===== config.mk =====
export PLATFORM = sky130hd
export DESIGN_NAME = dnn_core_seq
export DESIGN_NICKNAME = d
export VERILOG_FILES = /design/src/rtl/dnn_pkg.sv /design/src/rtl/dnn_seq_ctr.sv /design/src/rtl/dnn_core_seq.sv
export SDC_FILE = /design/constraint.sdc
export NUM_CORES = 1
export LEC_CHECK = 0
export ABC_AREA = 1
export BUFFER_PORTS_ARGS = -buffer_cell sky130_fd_sc_hd__buf_4
export CAP_MARGIN = 20
export CORE_MARGIN = 4
export CORE_UTILIZATION = 30
export DETAILED_ROUTE_END_ITERATION = 16
export PLACE_DENSITY = 0.57
export SLEW_MARGIN = 0
export SYNTH_ARGS = -nofsm -noshare
export SYNTH_HDL_FRONTEND = slang
export SYNTH_SLANG_ARGS = --single-unit

===== constraint.sdc =====
create_clock -name clk -period 7.8 [get_ports clk]
set_clock_uncertainty 0.2 [all_clocks]
set_input_delay 0.39 -clock clk [delete_from_list [all_inputs] [get_ports clk]]
set_output_delay 0.39 -clock clk [all_outputs]
set_load 0.005 [all_outputs]

===== src/rtl/dnn_pkg.sv =====
// Shared types and constants for the dnn_core_seq lane sequencer.
package dnn_pkg;

    localparam int F_SIZE_DEF = 512;
    localparam int NORM_LAT   = 1;
    localparam int DRAIN_CYC  = 1;

    typedef enum logic [2:0] {
        S_IDLE,
        S_INIT,
        S_RUN,
        S_DRAIN,
        S_NORM,
        S_CAPT,
        S_OUT
    } seq_state_t;

endpackage


===== src/rtl/dnn_seq_ctr.sv =====
// Job counter: latches the clamped job length and tracks the current input index.
module dnn_seq_ctr
    import dnn_pkg::*;
#(
    parameter int F_SIZE = F_SIZE_DEF,
    parameter int AW     = $clog2(F_SIZE)
) (
    input  logic          clk,
    input  logic          rst_n,
    input  logic          load,
    input  logic [AW:0]   len,
    input  logic          inc,
    output logic [AW-1:0] addr,
    output logic [AW-1:0] pf_addr,
    output logic          last,
    output logic          pf_valid
);

    localparam logic [AW:0] F_MAX = (AW+1)'(F_SIZE);
    localparam logic [AW:0] ONE   = (AW+1)'(1);

    // One bit wider than an address so a full-depth job never wraps.
    logic [AW:0] cnt;
    logic [AW:0] len_q;
    logic [AW:0] cnt_nxt;

    // NOTE: sequential state uses non-blocking assignments so every flop samples pre-edge values.
    always_ff @(posedge clk or negedge rst_n) begin
        if (!rst_n) begin
            cnt   <= '0;
            len_q <= '0;
        end else if (load) begin
            cnt   <= '0;
            len_q <= (len > F_MAX) ? F_MAX : len;
        end else if (inc) begin
            cnt   <= cnt_nxt;
        end
    end

    assign cnt_nxt  = cnt + ONE;
    assign addr     = cnt[AW-1:0];
    assign pf_addr  = cnt_nxt[AW-1:0];
    assign last     = (cnt == len_q - ONE);
    assign pf_valid = (cnt_nxt < len_q);

endmodule


===== src/rtl/dnn_core_seq.sv =====
// Sequencer for one tiny_dnn_core lane and its normalize stage; returns one fp32 dot product per job.
module dnn_core_seq
    import dnn_pkg::*;
#(
    parameter int F_SIZE = F_SIZE_DEF,
    parameter int AW     = $clog2(F_SIZE)
) (
    input  logic          clk,
    input  logic          rst_n,
    input  logic          w_we,
    input  logic [AW-1:0] w_addr,
    input  logic [15:0]   w_data,
    input  logic          start,
    input  logic [AW:0]   len,
    output logic          x_re,
    output logic [AW-1:0] x_addr,
    input  logic [15:0]   x_rdata,
    output logic          core_write,
    output logic          core_exec,
    output logic          core_init,
    output logic [AW-1:0] core_a,
    output logic [15:0]   core_d,
    output logic          norm_en,
    input  logic [31:0]   nrm,
    output logic          busy,
    output logic [31:0]   result,
    output logic          result_valid,
    input  logic          result_ready
);

    seq_state_t    state;
    logic          load;
    logic [AW-1:0] cnt_addr;
    logic [AW-1:0] pf_addr;
    logic          last;
    logic          pf_valid;

    assign load = (state == S_IDLE) && start && (len != '0);

    dnn_seq_ctr #(.F_SIZE(F_SIZE), .AW(AW)) u_ctr (
        .clk      (clk),
        .rst_n    (rst_n),
        .load     (load),
        .len      (len),
        .inc      (state == S_RUN),
        .addr     (cnt_addr),
        .pf_addr  (pf_addr),
        .last     (last),
        .pf_valid (pf_valid)
    );

    always_ff @(posedge clk or negedge rst_n) begin
        if (!rst_n) begin
            state        <= S_IDLE;
            result       <= '0;
            result_valid <= 1'b0;
        end else begin
            case (state)
                S_IDLE: begin
                    if (start) begin
                        if (len != '0) begin
                            state <= S_INIT;
                        end else begin
                            // Empty job: no core traffic, answer zero straight away.
                            result       <= '0;
                            result_valid <= 1'b1;
                            state        <= S_OUT;
                        end
                    end
                end
                S_INIT:  state <= S_RUN;
                S_RUN:   if (last) state <= S_DRAIN;
                S_DRAIN: state <= S_NORM;
                S_NORM:  state <= S_CAPT;
                S_CAPT: begin
                    result       <= nrm;
                    result_valid <= 1'b1;
                    state        <= S_OUT;
                end
                S_OUT: begin
                    if (result_ready) begin
                        result_valid <= 1'b0;
                        state        <= S_IDLE;
                    end
                end
                default: state <= S_IDLE;
            endcase
        end
    end

    // NOTE: every combinational output gets a default first so no path can infer a latch.
    always_comb begin
        core_write = 1'b0;
        core_exec  = 1'b0;
        core_init  = 1'b0;
        core_a     = '0;
        core_d     = '0;
        x_re       = 1'b0;
        x_addr     = '0;
        norm_en    = 1'b0;
        case (state)
            S_IDLE: begin
                core_write = w_we;
                core_a     = w_addr;
                core_d     = w_data;
            end
            S_INIT: begin
                core_init = 1'b1;
                x_re      = 1'b1;
            end
            S_RUN: begin
                core_exec = 1'b1;
                core_a    = cnt_addr;
                core_d    = x_rdata;
                x_re      = pf_valid;
                x_addr    = pf_valid ? pf_addr : '0;
            end
            S_NORM:  norm_en = 1'b1;
            default: ;
        endcase
    end

    assign busy = (state != S_IDLE);

endmodule


==> out/summary.txt, run 1 <==
R2R Setup Slk = 5210 ps
Main area contributors after synthesis = dfrtp_1 (42%), nand2_1 (19%), inv_1 (6.4%)
Max cap viols = 0
Critical path arrival = 3200 ps
Critical Path Start = u_ctr.cnt[0]$_DFFE_PN0P_
Worst slew margin = 49.7%
P_leak = 2.69 nW
Share of the synthesized area in the top cell type = 42.5%
CTS tree = done
Max frequency = 264 MHz
Main combinational cell family by area after synthesis = simple AND/OR/NAND/NOR gates
Synth Area in Compound Gates = 12.9%
Die Height = 113 um
Antenna violations before repair = 0
First-pass GRT wire length = 17.1 mm
Syn Nets = 552
FF-to-FF Start = state[1]$_DFFE_PN0P_
RSZ-0062 raised after global routing = no
Reg2Reg Depth = 6
Final Setup Violations = 0
Final std cells w/o fill = 751
VDD IR max = 0.180 mV
Detailed placement HPWL = 8.20 mm
Crit share post-route = 48.6%
Grt total ovfl = 0
Drt first pass iters = 4
Gp weighted congestion = 0.838
Post-DRT Antenna Nets = 0
Leading area contributor after synthesis = dfrtp_1
Tightest Pin Transition = 755 ps
WL/cell = 14.0 um
Crit path max fanout = 10
Syn avg cell area = 7.30 um^2
Cell area after synthesis = 3300 um^2
Sink Count = 56
Worst r2r dst = u_ctr.cnt[9]$_DFFE_PN0P_
Critical Path Sink Type = primary output
Post-Route WL = 10.5 mm
Placed Cells = 741
Synth Area in XOR/XNOR = 2.01%
Sequential element share of the synthesized area = 42.5%
Clk root buf = clkbuf_8
Layout cells sized above 1 = 29.1%
Via count = 3465
Yosys warns = 0
Initial DRC Count = 132
Final hold vios = 0
# nets final = 710
DRC viols = 0
Data required time of the worst path = 7210 ps
Clk Latency, worst-skew pair = 310 ps
Port bufs = 160
Worst setup endpoint = x_addr[4]
Starting Density = 30.6%
Final Max Slew Viols = 0
Placement Rows = 38
# diodes = 0
Run status = completed
Post-synthesis mux area share = 0%
Largest net degree at the start of global routing = 57
Crit Path Class = reg -> out
Syn Inst Count = 452
Worst setup SP type = flop
Die area = 12700 um^2
Global Route Usage Sum = 16.1%
Post-cts gate resize count = 0
Final setup TNS = 0 ps
Final worst path period need = 3790 ps
Count of different cell masters after synthesis = 28
Clk pin slew, worst setup/hold paths = 110 ps
Maximum buffer depth of the clock tree = 2
P per Cell Area = 375 nW/um^2
Vias in the first global route = 3468
Path category of the worst min-delay check = in -> reg
IO Pins = 161
Die Width = 113 um
Area grow syn2layout = 44.3%
Setup Buffers After CTS = 0
Core area = 10800 um^2
CTS buffer count = 5
Hold buffers post-CTS = 1
Adder-Cell Fraction of Synth Area = 4.55%
CTS H-tree depth = 2
#FFs+latches synth = 56
Via density = 4.61
Synth Area in Simple Gates = 29.6%
-- layout make-up --
| cell class | instances | area, um^2 |
|---|---|---|
| Clock buffer | 5 | 68.8 |
| Fill cell | 1133 | 6030 |
| Clock inverter | 3 | 21.3 |
| Timing Repair Buffer | 165 | 1260 |
| Inverter | 57 | 214 |
| Tap cell | 140 | 175 |
| Multi-Input combinational cell | 325 | 1620 |
| Sequential cell | 56 | 1400 |
-- cells by family after synthesis --
| group | Yosys count |
|---|---|
| simple gates | 244 |
| xor+xnor | 6 |
| compound gates | 63 |
| flops | 56 |
| buf+inv | 71 |
| fa+ha+maj | 12 |
-- sequential cells by signal, summed over array words and instances (netlist names) --
signal,count
result,32
state,3
u_ctr.len_q,10
u_ctr.cnt,10
result_valid,1
-- synthesized netlist by cell type, drive strengths merged --
master	number
o22ai	9
ha	12
o31ai	9
a21oi	5
nor2	45
nand4	4
o21ai	19
nor3	6
xor2	4
xnor2	1
inv	57
a22o	16
clkbuf	9
dfrtp	56
nand3	16
xnor3	1
a211oi	1
o211ai	3
a22oi	1
or2	1
nand2	170
buf	5
nor4	2
-- worst max-delay path: stages (launching register included) --
cell	delay (ps)
dfrtp_1	460
ha_1	240
nand2_1	80
nor2_1	120
nand4_1	130
nor2_1	150
xor2_1	250
inv_1	70
ha_1	270
nand2_1	80
nor2_1	50
a211oi_1	180
nand4_1	410
nor2_1	260
buf_4	150
-- cells in the final DEF (no fill, tap or decap), drive strengths merged --
| master | instances |
|---|---|
| nand4 | 4 |
| clkinvlp | 1 |
| nor4 | 2 |
| a22o | 16 |
| buf | 164 |
| or2 | 1 |
| clkbuf | 5 |
| xor2 | 4 |
| clkinv | 1 |
| o211ai | 3 |
| o22ai | 9 |
| a211oi | 1 |
| ha | 12 |
| nand2 | 170 |
| xnor3 | 1 |
| dfrtp | 56 |
| xnor2 | 1 |
| a21oi | 5 |
| o31ai | 9 |
| inv | 58 |
| a22oi | 1 |
| o21ai | 19 |
| nand3 | 16 |
| dlygate4sd3 | 1 |
| nor2 | 45 |
| nor3 | 6 |
-- worst min path at each step --
stage,from,end,slack [ps],depth (start not counted)
floorplan,rst_n,result[0]$_DFFE_PN0P_,-110,0
global placement,result[11]$_DFFE_PN0P_,result[11]$_DFFE_PN0P_,250,2
detailed placement,result[17]$_DFFE_PN0P_,result[17]$_DFFE_PN0P_,260,2
CTS,nrm[24],result[24]$_DFFE_PN0P_,50,3
global route,nrm[24],result[24]$_DFFE_PN0P_,40,3
finish,nrm[24],result[24]$_DFFE_PN0P_,70,3
-- layer usage --
metal	vias up	part of all wire (%)	track usage (%)
met4	0	1.5	4.01
li1	1768	-	-
met1	1572	43	20.1
met5	-	0	0
met2	109	47	27.2
met3	16	7.8	4.97
-- stage by stage --
stage	cell area [um^2]	hold WS (ps)	utilization, %	total power [mW]	setup WS, ps
after floorplan	3300	-106	-	1.14	4950
after global placement	4630	255	42.9	1.60	4520
after detailed placement	4630	259	42.9	1.61	4380
after CTS	4730	47.3	43.9	1.79	4000
after global routing	4760	42.3	44.1	1.97	3680
final	4760	65.1	44.1	1.78	4010
-- power breakdown --
group | internal, mW | total [mW] | switching (mW)
combinational | 0.510 | 1.13 | 0.619
sequential | 0.393 | 0.487 | 0.0939
clock | 0.0642 | 0.167 | 0.103
total | 0.967 | 1.78 | 0.816
Note: power is estimated with default switching activity, not from simulation.
==> run 2, diff against run 1 <==
--- a/config.mk
+++ b/config.mk
@@ -11,7 +11,7 @@
 export CORE_MARGIN = 4
 export CORE_UTILIZATION = 30
 export DETAILED_ROUTE_END_ITERATION = 16
-export PLACE_DENSITY = 0.57
+export PLACE_DENSITY = 0.59
 export SLEW_MARGIN = 0
 export SYNTH_ARGS = -nofsm -noshare
 export SYNTH_HDL_FRONTEND = slang
==> constraint.sdc (replaced) <==
create_clock -name clk -period 3.33 [get_ports clk]
set_clock_uncertainty 0.2 [all_clocks]
set_input_delay 0.1665 -clock clk [delete_from_list [all_inputs] [get_ports clk]]
set_output_delay 0.1665 -clock clk [all_outputs]
set_load 0.005 [all_outputs]
==> run 2 against run 1 <==
Effect of this change: sequential power grew 130%; final cell count up 7.5%; non-clock buffer count rose by 56; worst setup slack got worse by 3900 ps; global-route usage rose by 0.25 points; core utilization is 5.5 points higher; critical path depth rose by 1; register-to-register slack lost 4200 ps; hold slack gained 180 ps; combinational power grew to 2.6 times the previous value; highest routed layer unchanged.
==> out/summary.txt, run 2 (synthesis results as in run 1) <==
Worst setup margin = 128 ps
VDD IR max = 0.429 mV
Die Width = 113 um
Critical path arrival = 2840 ps
DRC viols = 0
Crit-path max cell delay = 420 ps
RSZ-0062 raised after global routing = yes
Final Max Slew Viols = 0
Gp weighted congestion = 0.850
Via density = 4.60
Max cap viols = 0
Run status = completed
Regs by FF count = result x32, u_ctr.cnt x10, u_ctr.len_q x10
Clk pin slew, worst setup/hold paths = 100 ps
Crit share post-route = 96.2%
Maximum buffer depth of the clock tree = 2
Placed Cells = 744
Crit path max fanout = 5
Post-Place Setup Slack = 377 ps
Commonest cells after routing, fill and taps aside = buf_4 (175), nand2_1 (168), dfrtp_1 (55)
P_leak = 2.93 nW
Post-DRT Antenna Nets = 0
Die Height = 113 um
Largest net degree at the start of global routing = 57
Drt first pass iters = 5
Grt total ovfl = 0
Clk root buf = clkbuf_8
Worst slew margin = 51.6%
Crit path max-delay family = simple AND/OR/NAND/NOR gates
CTS H-tree depth = 2
IO Pins = 161
Worst setup SP type = flop
CTS tree = done
WL/cell = 13.5 um
Max reg flops = 32
First-pass GRT wire length = 17.4 mm
Clk Latency, worst-skew pair = 310 ps
Crit-path cells = ha_2 -> nand2_2 -> nor2_2 -> nand4_1 -> nor2_1 -> xor2_1 -> inv_1 -> ha_1 -> nand2_1 -> nor2_1 -> a211oi_2 -> nand4_1 -> buf_4 -> o21ai_0 -> buf_4
Final hold vios = 0
Placement Rows = 38
Final worst path period need = 3200 ps
Final Setup Violations = 0
Final std cells w/o fill = 807
Path category of the worst min-delay check = in -> async
Sink Count = 56
Crit Path Class = reg -> out
Via count = 3713
Vias in the first global route = 3528
Initial DRC Count = 129
CTS buffer count = 5
Slowest-stage cell, CP = dfrtp_1
Area grow syn2layout = 62.3%
Detailed placement HPWL = 8.16 mm
CP Buf/Inv Count = 3
Post-Route WL = 10.9 mm
Data required time of the worst path = 2960 ps
Most flops, register = result
Die area = 12700 um^2
Starting Density = 30.6%
Core area = 10800 um^2
# nets final = 766
Global Route Usage Sum = 16.3%
Tightest Pin Transition = 726 ps
Most common cell after layout, fill and taps aside = buf_4
Max frequency = 312 MHz
Port bufs = 160
Antenna violations before repair = 0
P per Cell Area = 832 nW/um^2
# diodes = 0
Critical Path Sink Type = primary output
Layout cells sized above 1 = 31.2%
run 2: changes by cell type in the layout (fill, tap and decap cells not counted), sizes merged:
cell	change
dlygate4sd3	+44
inv	-1
clkinvlp	+1
buf	+12
run 2: final timing paths:
check / slack (ps) / cells past startpoint / from / endpoint
max: 130 / 15 / u_ctr.cnt[1]$_DFFE_PN0P_ / x_re
min in group clk: 270 / 8 / len[4] / state[1]$_DFFE_PN0P_
max reg2reg: 1000 / 5 / state[1]$_DFFE_PN0P_ / u_ctr.cnt[1]$_DFFE_PN0P_
min reg2reg: 280 / 2 / result[13]$_DFFE_PN0P_ / result[13]$_DFFE_PN0P_
min: 250 / 2 / rst_n / u_ctr.cnt[3]$_DFFE_PN0P_
max in group asynchronous: 2190 / 2 / rst_n / u_ctr.cnt[0]$_DFFE_PN0P_
run 2: final cells by class:
class / instances / area (um^2)
clock buffer: 5 / 68.8
clock inverter: 3 / 23.8
fill: 1039 / 5440
inverter: 57 / 214
multi-input combinational: 325 / 1690
sequential: 56 / 1400
tap: 140 / 175
timing repair buffer: 221 / 1780
run 2: routing by layer:
layer  vias to the layer above  routed length (um)  track usage (%)  share of wire, %
li1                       1876                   -                -                 -
met1                      1697                4560             21.3                42
met2                       124                5300             27.0                49
met3                        16                 896             4.71               8.2
met4                         0                 163             3.61               1.5
met5                         -                   0                0                 0
run 2: power by group:
group          internal (mW)  leakage [nW]  switching [mW]
Clock                  0.150        0.0404           0.232
Sequential             0.922         0.753           0.213
Combinational           1.36          2.13            1.58
Total                   2.43          2.93            2.03
run 2: what timing repair did:
item | CTS | global route
endpoints found under the hold margin | 100 | 0
setup endpoints to repair | 0 | 10
hold buffers | 45 | 0
setup buffers | 0 | 9
gates resized for setup | 0 | 21
run 2: metrics by stage:
step,hold WS [ps],total power [mW],utilization (%),instance area (um^2),TNS (ps)
after floorplan,-329,2.67,-,3300,0
after global placement,77.0,3.77,43.1,4660,0
after detailed placement,83.0,3.82,43.1,4660,0
after CTS,270,4.27,48.2,5200,0
after global routing,304,4.86,49.6,5350,-469
final,248,4.45,49.6,5350,0
